<file path="src/rtl/seg7_scroll_display_pkg.sv">
// Shared constants and position-code type for the scrolling 7-segment display.
// Segment vectors are {g,f,e,d,c,b,a}, active-low.
package seg7_scroll_display_pkg;

  localparam int NUM_DIGITS = 5;
  localparam int NUM_POS    = 6;
  localparam int MAX_OFFSET = 2;
  localparam int NUM_AN     = 4;

  localparam logic [6:0] SEG_BLANK = 7'b1111111;
  localparam logic [6:0] SEG_MINUS = 7'b0111111;
  localparam logic [6:0] SEG_E     = 7'b0000110;
  localparam logic [6:0] SEG_ZERO  = 7'b1000000;

  typedef enum logic [1:0] {
    POS_DIGIT = 2'd0,
    POS_BLANK = 2'd1,
    POS_MINUS = 2'd2
  } pos_kind_e;

  typedef struct packed {
    pos_kind_e  kind;
    logic [3:0] digit;
  } pos_code_t;

endpackage

</file>
<file path="src/rtl/seg7_decode.sv">
// Combinational mapping of one field position code to active-low segments.
module seg7_decode
  import seg7_scroll_display_pkg::*;
(
  input  pos_code_t  code,
  output logic [6:0] seg
);

  always_comb begin
    seg = SEG_BLANK;
    case (code.kind)
      POS_MINUS: seg = SEG_MINUS;
      POS_DIGIT: begin
        case (code.digit)
          4'd0:    seg = SEG_ZERO;
          4'd1:    seg = 7'b1111001;
          4'd2:    seg = 7'b0100100;
          4'd3:    seg = 7'b0110000;
          4'd4:    seg = 7'b0011001;
          4'd5:    seg = 7'b0010010;
          4'd6:    seg = 7'b0000010;
          4'd7:    seg = 7'b1111000;
          4'd8:    seg = 7'b0000000;
          4'd9:    seg = 7'b0010000;
          default: seg = SEG_E;
        endcase
      end
      default: seg = SEG_BLANK;
    endcase
  end

endmodule

</file>
<file path="src/rtl/seg7_scroll_display.sv">
// Four-digit multiplexed display of a captured 5-digit signed BCD value,
// with a 3-position scrolling window over a 6-position field.
module seg7_scroll_display
  import seg7_scroll_display_pkg::*;
#(
  parameter int REFRESH_DIV = 100000,
  parameter bit SIM_FAST    = 1'b0
) (
  input  logic        clk,
  input  logic        rst_n,
  input  logic [19:0] bcd,
  input  logic        sign,
  input  logic        load,
  input  logic        scroll_left,
  input  logic        scroll_right,
  output logic [3:0]  an,
  output logic [6:0]  seg,
  output logic        dp
);

  localparam int DIV_EFF = SIM_FAST ? 4 : REFRESH_DIV;
  localparam int CNT_W   = (DIV_EFF > 1) ? $clog2(DIV_EFF) : 1;
  localparam logic [CNT_W-1:0] CNT_LAST = CNT_W'(DIV_EFF - 1);
  localparam logic [1:0] OFFSET_MAX = 2'(MAX_OFFSET);

  logic [CNT_W-1:0] cnt_reg;
  logic [1:0]       sel_reg;
  logic [1:0]       offset_reg;
  logic [19:0]      bcd_reg;
  logic             sign_reg;

  // Scan timing is free-running; loads never disturb it.
  always_ff @(posedge clk or negedge rst_n) begin
    if (!rst_n) begin
      cnt_reg <= '0;
      sel_reg <= '0;
    end else if (cnt_reg == CNT_LAST) begin
      cnt_reg <= '0;
      sel_reg <= sel_reg + 2'd1;
    end else begin
      cnt_reg <= cnt_reg + CNT_W'(1);
    end
  end

  always_ff @(posedge clk or negedge rst_n) begin
    if (!rst_n) begin
      bcd_reg    <= '0;
      sign_reg   <= 1'b0;
      offset_reg <= '0;
    end else if (load) begin
      bcd_reg    <= bcd;
      sign_reg   <= sign;
      offset_reg <= '0;
    end else if (scroll_left && !scroll_right) begin
      if (offset_reg != OFFSET_MAX) offset_reg <= offset_reg + 2'd1;
    end else if (scroll_right && !scroll_left) begin
      if (offset_reg != 2'd0) offset_reg <= offset_reg - 2'd1;
    end
  end

  logic [2:0] msd;
  logic       show_minus;

  always_comb begin
    msd = '0;
    for (int i = 0; i < NUM_DIGITS; i++) begin
      if (bcd_reg[4*i +: 4] != 4'd0) msd = 3'(i);
    end
  end

  assign show_minus = sign_reg && (bcd_reg != '0);

  pos_code_t field [NUM_POS];

  // Position 0 always shows its digit so a zero value still reads '0'.
  generate
    for (genvar gi = 0; gi < NUM_POS; gi++) begin : g_field
      if (gi == 0) begin : g_units
        assign field[gi] = pos_code_t'{POS_DIGIT, bcd_reg[3:0]};
      end else if (gi < NUM_DIGITS) begin : g_digit
        assign field[gi] =
          (3'(gi) <= msd)                          ? pos_code_t'{POS_DIGIT, bcd_reg[4*gi +: 4]} :
          ((3'(gi) == msd + 3'd1) && show_minus)   ? pos_code_t'{POS_MINUS, 4'd0} :
                                                     pos_code_t'{POS_BLANK, 4'd0};
      end else begin : g_spare
        assign field[gi] = ((3'(gi) == msd + 3'd1) && show_minus)
                           ? pos_code_t'{POS_MINUS, 4'd0}
                           : pos_code_t'{POS_BLANK, 4'd0};
      end
    end
  endgenerate

  logic [2:0] pos_idx;
  pos_code_t  cur_code;
  logic [6:0] seg_next;
  logic [3:0] an_next;
  logic       dp_next;

  assign pos_idx  = {1'b0, offset_reg} + {1'b0, sel_reg};
  assign cur_code = field[pos_idx];
  assign an_next  = ~(4'b0001 << sel_reg);
  assign dp_next  = ~((sel_reg == 2'd0) && (offset_reg != 2'd0));

  seg7_decode u_decode (
    .code (cur_code),
    .seg  (seg_next)
  );

  always_ff @(posedge clk or negedge rst_n) begin
    if (!rst_n) begin
      an  <= 4'b1111;
      seg <= SEG_BLANK;
      dp  <= 1'b1;
    end else begin
      an  <= an_next;
      seg <= seg_next;
      dp  <= dp_next;
    end
  end

endmodule

</file>
<file path="config.mk">
export PLATFORM = sky130hd
export DESIGN_NAME = seg7_scroll_display
export DESIGN_NICKNAME = d
export VERILOG_FILES = /design/src/rtl/seg7_scroll_display_pkg.sv /design/src/rtl/seg7_decode.sv /design/src/rtl/seg7_scroll_display.sv
export SDC_FILE = /design/constraint.sdc
export NUM_CORES = 1
export LEC_CHECK = 0
export CAP_MARGIN = 0
export CORE_ASPECT_RATIO = 2
export CORE_MARGIN = 1
export CORE_UTILIZATION = 50
export CTS_CLUSTER_DIAMETER = 80
export CTS_CLUSTER_SIZE = 20
export DETAILED_ROUTE_END_ITERATION = 16
export GPL_TIMING_DRIVEN = 0
export PLACE_DENSITY = 0.74
export SLEW_MARGIN = 10
export SYNTH_ARGS = -nofsm -noshare
export SYNTH_HDL_FRONTEND = slang
export SYNTH_SLANG_ARGS = --single-unit
</file>
<file path="constraint.sdc">
create_clock -name clk -period 3.78 [get_ports clk]
set_clock_uncertainty 0.2 [all_clocks]
set_input_delay 0.378 -clock clk [delete_from_list [all_inputs] [get_ports clk]]
set_output_delay 0.378 -clock clk [all_outputs]
set_load 0.005 [all_outputs]
</file>
==> impl_metrics.tcl, run 1 <==
set metrics [dict create \
    status "finished clean" \
    path_common_cell "ha_1" \
    worstSetupPathType "register to register" \
    remaining_drc_errors 0 \
    synth_top_cells_by_area "dfrtp_1 38%, dfstp_2 11%, mux2_2 8.9%" \
    p_leak_nw 1.38 \
    diodes 0 \
    crit_arrival_ps 3220 \
    yosysTopAreaCellShare_pct 37.8 \
    pre_cts_ws_ps 623 \
    hold_ws_ps 303 \
    synth_top_family_by_area "simple AND/OR/NAND/NOR gates" \
    ant_nets 0 \
    syn_avg_cell_area_um2 11.4 \
    synth_compound_area_share_pct 9.09 \
    rsz0062_at_grt "false" \
    placementRows 38 \
    synth_area_leader_cell "dfrtp_1" \
    worstMarginPinSlew_ps 596 \
    h-tree-depth 2 \
    clk_pin_slew_ps 100 \
    crit_path_start_kind "register" \
    start_util_pct 51.7 \
    critPathMaxStageDelay_ps 490 \
    total_power_w 0.00121 \
    hold_viol_final 0 \
    grt_pass1_wl_um 9780 \
    clockBufferDepth 2 \
    syn_nets 281 \
    num_io_pins 38 \
    cts_tree "built" \
    die-area_um2 5880 \
    drt_wl_total_um 5870 \
    syn_area_um2 2780 \
    synth.distinct_cells 50 \
    period_needed_ps 3200 \
    insertion_delay_ps 310 \
    via_per_inst 5.73 \
    cts_sinks 54 \
    ys_ff_latch 54 \
    path_buf_inv 3 \
    power_per_cell_area_nw_per_um2 362 \
    die_y_um 107 \
    yosysSeqAreaShare_pct 49.1 \
    drt-initial-drc-count 20 \
    drt_pre_antenna_iters 4 \
    crit_path_end_kind "register" \
    utilization_pct 62.2 \
    synth.area.mux_share_pct 11.8 \
    slew_violations 0 \
    cts_resized 0 \
    grt_overflow 0 \
    vias 2011 \
    largest_reg_flops 20 \
    async_flop_share_pct 100 \
    synth.most_common_cell "dfrtp_1" \
    coreArea_um2 5370 \
    grt_use_total_pct 24.0 \
    hold_class "register to register" \
    cts_made_buffers 5 \
    drive_above_1_share_pct 19.9 \
    syn_inst 244 \
    cts_root_buf "clkbuf_8" \
    die_w_um 54.7 \
    cp_max_fo 10 \
    grt_max_degree 35 \
    setup_slack_ps 581 \
    synth_common_cells "42 x dfrtp_1, 23 x nor2_1, 22 x mux2_2" \
    synthXorXnorAreaFrac_pct 4.73 \
    fin_setup_tns_ps 0 \
    synthAdderAreaFrac_pct 5.22 \
    grt_antenna_before_repair 0 \
    cap_violations 0 \
    synth_edf_count 0 \
    ys_warn_count 0 \
    critPathTopFamily "compound AO/OA/AOI/OAI gates" \
    max-vdd-ir-drop_mv 0.325 \
    slew_headroom_pct 60.3 \
    grt_pass1_vias 2185 \
    cp.required_ps 3800 \
    synth_ff_type "dfrtp_1" \
    dpl.hpwl_um 4580 \
    crit_chain "ha_1 -> buf_4 -> buf_2 -> mux2i_1 -> nor3_1 -> a211oi_1 -> inv_1 -> ha_1 -> o21ai_0 -> o221ai_2" \
    clock.fmax_mhz 313 \
    io_buffers 37 \
    synth-simple-area-share_pct 17.3 \
    fin_crit_sh_pct 84.6 \
    slowest_stage "a211oi_1" \
    place.gp.congestion 0.829 \
    setup_viol 0 \
    routedWlPerCell_um 16.7 \
    fin_nets 327 \
    syn2layout_area_growth_pct 20.2 \
]
## cell usage in the layout, fill, tap and decap left out, types with 3 or more instances in the layout
master           count
dfrtp_1             42
a21oi_1              4
o21ai_0             13
nor3_1               5
mux2_2              22
clkbuf_1             5
buf_2                4
and4_1               3
nand2_1             15
nor2b_1              4
dfstp_2             12
nor4_4               4
nand3_1              7
clkbuf_8             6
xnor2_1              7
mux2i_1              8
clkdlybuf4s50_1     36
o21ai_1              3
inv_1                9
nor2_1              23
ha_1                10
xor2_1               8
## final timing paths
path,depth (start not counted),slack (ps),endpoint,from
hold reg to reg,1,300,cnt_reg[14],cnt_reg[14]
setup reg to reg,10,580,seg[4],offset_reg[0]
max in group asynchronous,3,2420,an[2],rst_n
setup / recovery,10,580,seg[4],offset_reg[0]
min in group asynchronous,2,350,bcd_reg[15],rst_n
hold / removal,1,300,cnt_reg[14],cnt_reg[14]
## worst reg2reg max path, stage by stage (launching register included)
cell	delay, ps
dfrtp_1	460
ha_1	310
buf_4	170
buf_2	260
mux2i_1	330
nor3_1	80
a211oi_1	490
inv_1	150
ha_1	280
o21ai_0	240
o221ai_2	130
## metal layers
metal | global-route usage, % | vias to the layer above | part of all wire (%)
li1 | - | 955 | -
met2 | 41.4 | 45 | 57
met4 | 19.4 | 0 | 7.1
met3 | 4.52 | 30 | 2.5
met1 | 22.2 | 981 | 33
met5 | 0 | - | 0
## per-stage QoR
step	cells	cell area, µm²
detailed placement	342	3240
CTS	351	3340
global placement	341	3230
finish	351	3340
global route	351	3340
floorplan	244	2780
## final cells by class
class / instances / area, µm²
Sequential cell: 54 / 1370
Inverter: 10 / 37.5
Timing Repair Buffer: 39 / 395
Fill cell: 467 / 2030
Clock buffer: 8 / 90.1
Buffer: 8 / 37.5
Tap cell: 60 / 75.1
Multi-Input combinational cell: 172 / 1340
## where the power goes
part | leakage (nW) | switching (W) | total [W] | internal [W]
Clock | 0.0455 | 0.000185 | 0.000335 | 0.000150
Combinational | 0.681 | 0.0000945 | 0.000210 | 0.000115
Sequential | 0.649 | 0.0000350 | 0.000664 | 0.000629
## kinds of logic (layout without fill, tap and decap cells)
| family | Yosys count | in the layout |
|---|---|---|
| adder cells (fa/ha/maj) | 11 | 11 |
| flip-flops | 54 | 54 |
| XOR/XNOR | 15 | 15 |
| AND/OR/NAND/NOR | 80 | 80 |
| AO/OA/AOI/OAI | 36 | 36 |
| buffers and inverters | 18 | 65 |
| multiplexers | 30 | 30 |
## timing repair
item / CTS / global route
setup buffers: 0 / 0
hold buffers: 1 / 0
hold endpoints to repair: 13 / 0
Note: power is estimated with default switching activity, not from simulation.
==> run 2, diff against run 1 <==
--- a/config.mk
+++ b/config.mk
@@ -8,12 +8,12 @@
 export CAP_MARGIN = 0
 export CORE_ASPECT_RATIO = 2
 export CORE_MARGIN = 1
-export CORE_UTILIZATION = 50
+export CORE_UTILIZATION = 49
 export CTS_CLUSTER_DIAMETER = 80
 export CTS_CLUSTER_SIZE = 20
 export DETAILED_ROUTE_END_ITERATION = 16
 export GPL_TIMING_DRIVEN = 0
-export PLACE_DENSITY = 0.74
+export PLACE_DENSITY = 0.75
 export SLEW_MARGIN = 10
 export SYNTH_ARGS = -nofsm -noshare
 export SYNTH_HDL_FRONTEND = slang
==> constraint.sdc (replaced) <==
create_clock -name clk -period 2.9 [get_ports clk]
set_clock_uncertainty 0.2 [all_clocks]
set_input_delay 0.29 -clock clk [delete_from_list [all_inputs] [get_ports clk]]
set_output_delay 0.29 -clock clk [all_outputs]
set_load 0.005 [all_outputs]
==> run 2 against run 1 <==
  * Setup slack got worse by 520 ps
  * First-iteration DRC count rose by 35%
  * Sequential power grew 30%
  * Final cell count increased by 0.85%
  * Die area increased by 2.0%
  * Maximum frequency increased by 13%
  * Via count down 0.75%
  * Wire length is 2.5% lower
  * Critical path type unchanged
==> impl_metrics.tcl, run 2 (synthesis gave the netlist of run 1 again) <==
set metrics [dict create \
    drive_above_1_share_pct 22.4 \
    die_y_um 109 \
    rr_startpoint "offset_reg[0]" \
    largest_reg_flops 20 \
    worstSetupPathType "register to register" \
    slew_violations 0 \
    routedWlPerCell_um 16.2 \
    grt_use_total_pct 20.2 \
    grt_max_degree 31 \
    rsz0062_at_grt "true" \
    netSwitchingFraction_pct 23.4 \
    path_common_cell "ha_1" \
    r2r_setup_slack_ps 60 \
    io_buffers 37 \
    final_cell_mix "41 x dfrtp_1, 36 x clkdlybuf4s50_1, 23 x nor2_1, 22 x mux2_2, 15 x nand2_1" \
    setup_viol 0 \
    hold_viol_final 0 \
    slew_headroom_pct 58.5 \
    grt_pass1_wl_um 9230 \
    crit_arrival_ps 2840 \
    cp-endpoint "seg[4]" \
    hold_class "register to register" \
    power.switching_w 0.000411 \
    vias 1996 \
    reg2reg_depth 10 \
    slowest_stage "fa_1" \
    crit_path_start_kind "register" \
    crit_path_end_kind "register" \
    cts_root_buf "clkbuf_8" \
    coreArea_um2 5420 \
    cts_tree "built" \
    crit_chain "ha_1 -> fa_1 -> buf_4 -> nand2b_1 -> nor2_1 -> a211oi_2 -> inv_1 -> ha_1 -> o21ai_1 -> o221ai_2" \
    cp.required_ps 2900 \
    critPathMaxStageDelay_ps 520 \
    cp_max_fo 10 \
    max-vdd-ir-drop_mv 0.464 \
    die_w_um 55.3 \
    diodes 0 \
    hold_ws_ps 304 \
    pwr-share-comb_pct 16.2 \
    ant_nets 0 \
    via_per_inst 5.64 \
    cts_sinks 54 \
    power_per_cell_area_nw_per_um2 511 \
    final_common_cell "dfrtp_1" \
    num_io_pins 38 \
    status "finished clean" \
    clk_pin_slew_ps 100 \
    rr_endpoint "seg[4]" \
    p_leak_nw 1.42 \
    drt-initial-drc-count 27 \
    dp.cells 342 \
    clock.fmax_mhz 352 \
    dpl.hpwl_um 4390 \
    grt_overflow 0 \
    grt_pass1_vias 2118 \
    drt_pre_antenna_iters 4 \
    crit_cells 10 \
    intPower_w 0.00135 \
    period_needed_ps 2840 \
    die-area_um2 6000 \
    drt_wl_total_um 5730 \
    p_clk_share_pct 34.5 \
    h-tree-depth 2 \
    fin_nets 330 \
    insertion_delay_ps 310 \
    cp-startpoint "offset_reg[0]" \
    clockBufferDepth 2 \
    placementRows 38 \
    cap_violations 0 \
    syn2layout_area_growth_pct 23.6 \
    grt_antenna_before_repair 0 \
    pwr-share-seq_pct 49.3 \
    place.gp.congestion 0.862 \
    path_buf_inv 2 \
    start_util_pct 51.3 \
    critPathTopFamily "adder cells" \
    remaining_drc_errors 0 \
    fin_crit_sh_pct 97.8 \
    fin_cells 354 \
    cts_made_buffers 5 \
    worstMarginPinSlew_ps 622 \
]
run 2: changes by cell type in the layout (fill, tap and decap cells not counted), sizes merged:
cell	before	now
buf	7	10
clkbuf	11	9
bufinv	0	2
run 2: worst min-delay path by stage:
stage                      from           to  slack (ps)  depth (start not counted)
global route        cnt_reg[11]  cnt_reg[11]         320                          1
detailed placement        rst_n  bcd_reg[15]         120                          1
global placement    cnt_reg[14]  cnt_reg[14]         280                          1
CTS                 cnt_reg[11]  cnt_reg[11]         310                          1
finish               cnt_reg[8]   cnt_reg[8]         300                          1
floorplan                 rst_n   bcd_reg[0]        -210                          0
run 2: per-stage QoR:
step	cell area (µm²)	worst slack (ps)	power, W	setup TNS (ps)	util, %
4_1_cts	3410	33.1	0.00176	0	62.8
6_report	3440	62.5	0.00176	0	63.4
3_3_place_gp	3230	-243	0.00114	-10500	59.5
2_1_floorplan	2780	106	0.00101	0	-
3_5_place_dp	3240	-168	0.00115	-432	59.8
5_1_grt	3440	-35.2	0.00183	-52.9	63.4
run 2: cell type report:
| type | instances | area (µm²) |
|---|---|---|
| plain buffers | 8 | 40.0 |
| clock inverters | 2 | 60.1 |
| well taps | 60 | 75.1 |
| repair buffers | 42 | 418 |
| clock buffers | 6 | 82.6 |
| inverters | 10 | 37.5 |
| multi-input cells | 172 | 1360 |
| fillers | 465 | 1980 |
| flip-flops and latches | 54 | 1370 |
run 2: power by group through the flow:
stage	sequential (W)	combinational (W)	clock [W]
2_1_floorplan	0.000873	0.000142	0
3_3_place_gp	0.000880	0.000262	0
3_5_place_dp	0.000882	0.000270	0
4_1_cts	0.000868	0.000276	0.000618
5_1_grt	0.000874	0.000312	0.000649
6_report	0.000866	0.000285	0.000605
run 2: layer usage:
metal,track usage (%),part of all wire (%)
met3,3.71,2.7
met2,39.1,58
met4,14.5,4.9
met1,18.0,34
met5,0,0
run 2: repair_timing:
action | in CTS | in global routing
gates resized for setup | 1 | 6
hold buffers | 1 | 0
pin swaps | 1 | 2
setup endpoints to repair | 6 | 7
setup buffers | 1 | 2
endpoints found under the hold margin | 17 | 0
run 2: worst reg2reg max path: cells and delay by family (launching register included):
kind,cells,cell delay (ps)
buf+inv,2,310
simple gates,2,210
fa+ha+maj,3,980
flops,1,440
compound gates,3,590
==> run 3, diff against run 2 <==
--- a/config.mk
+++ b/config.mk
@@ -9,7 +9,7 @@
 export CORE_ASPECT_RATIO = 2
 export CORE_MARGIN = 1
 export CORE_UTILIZATION = 49
-export CTS_CLUSTER_DIAMETER = 80
+export CTS_CLUSTER_DIAMETER = 40
 export CTS_CLUSTER_SIZE = 20
 export DETAILED_ROUTE_END_ITERATION = 16
 export GPL_TIMING_DRIVEN = 0
==> results of run 3 <==
Final layout, timing and power as in run 2 (identical DEF).
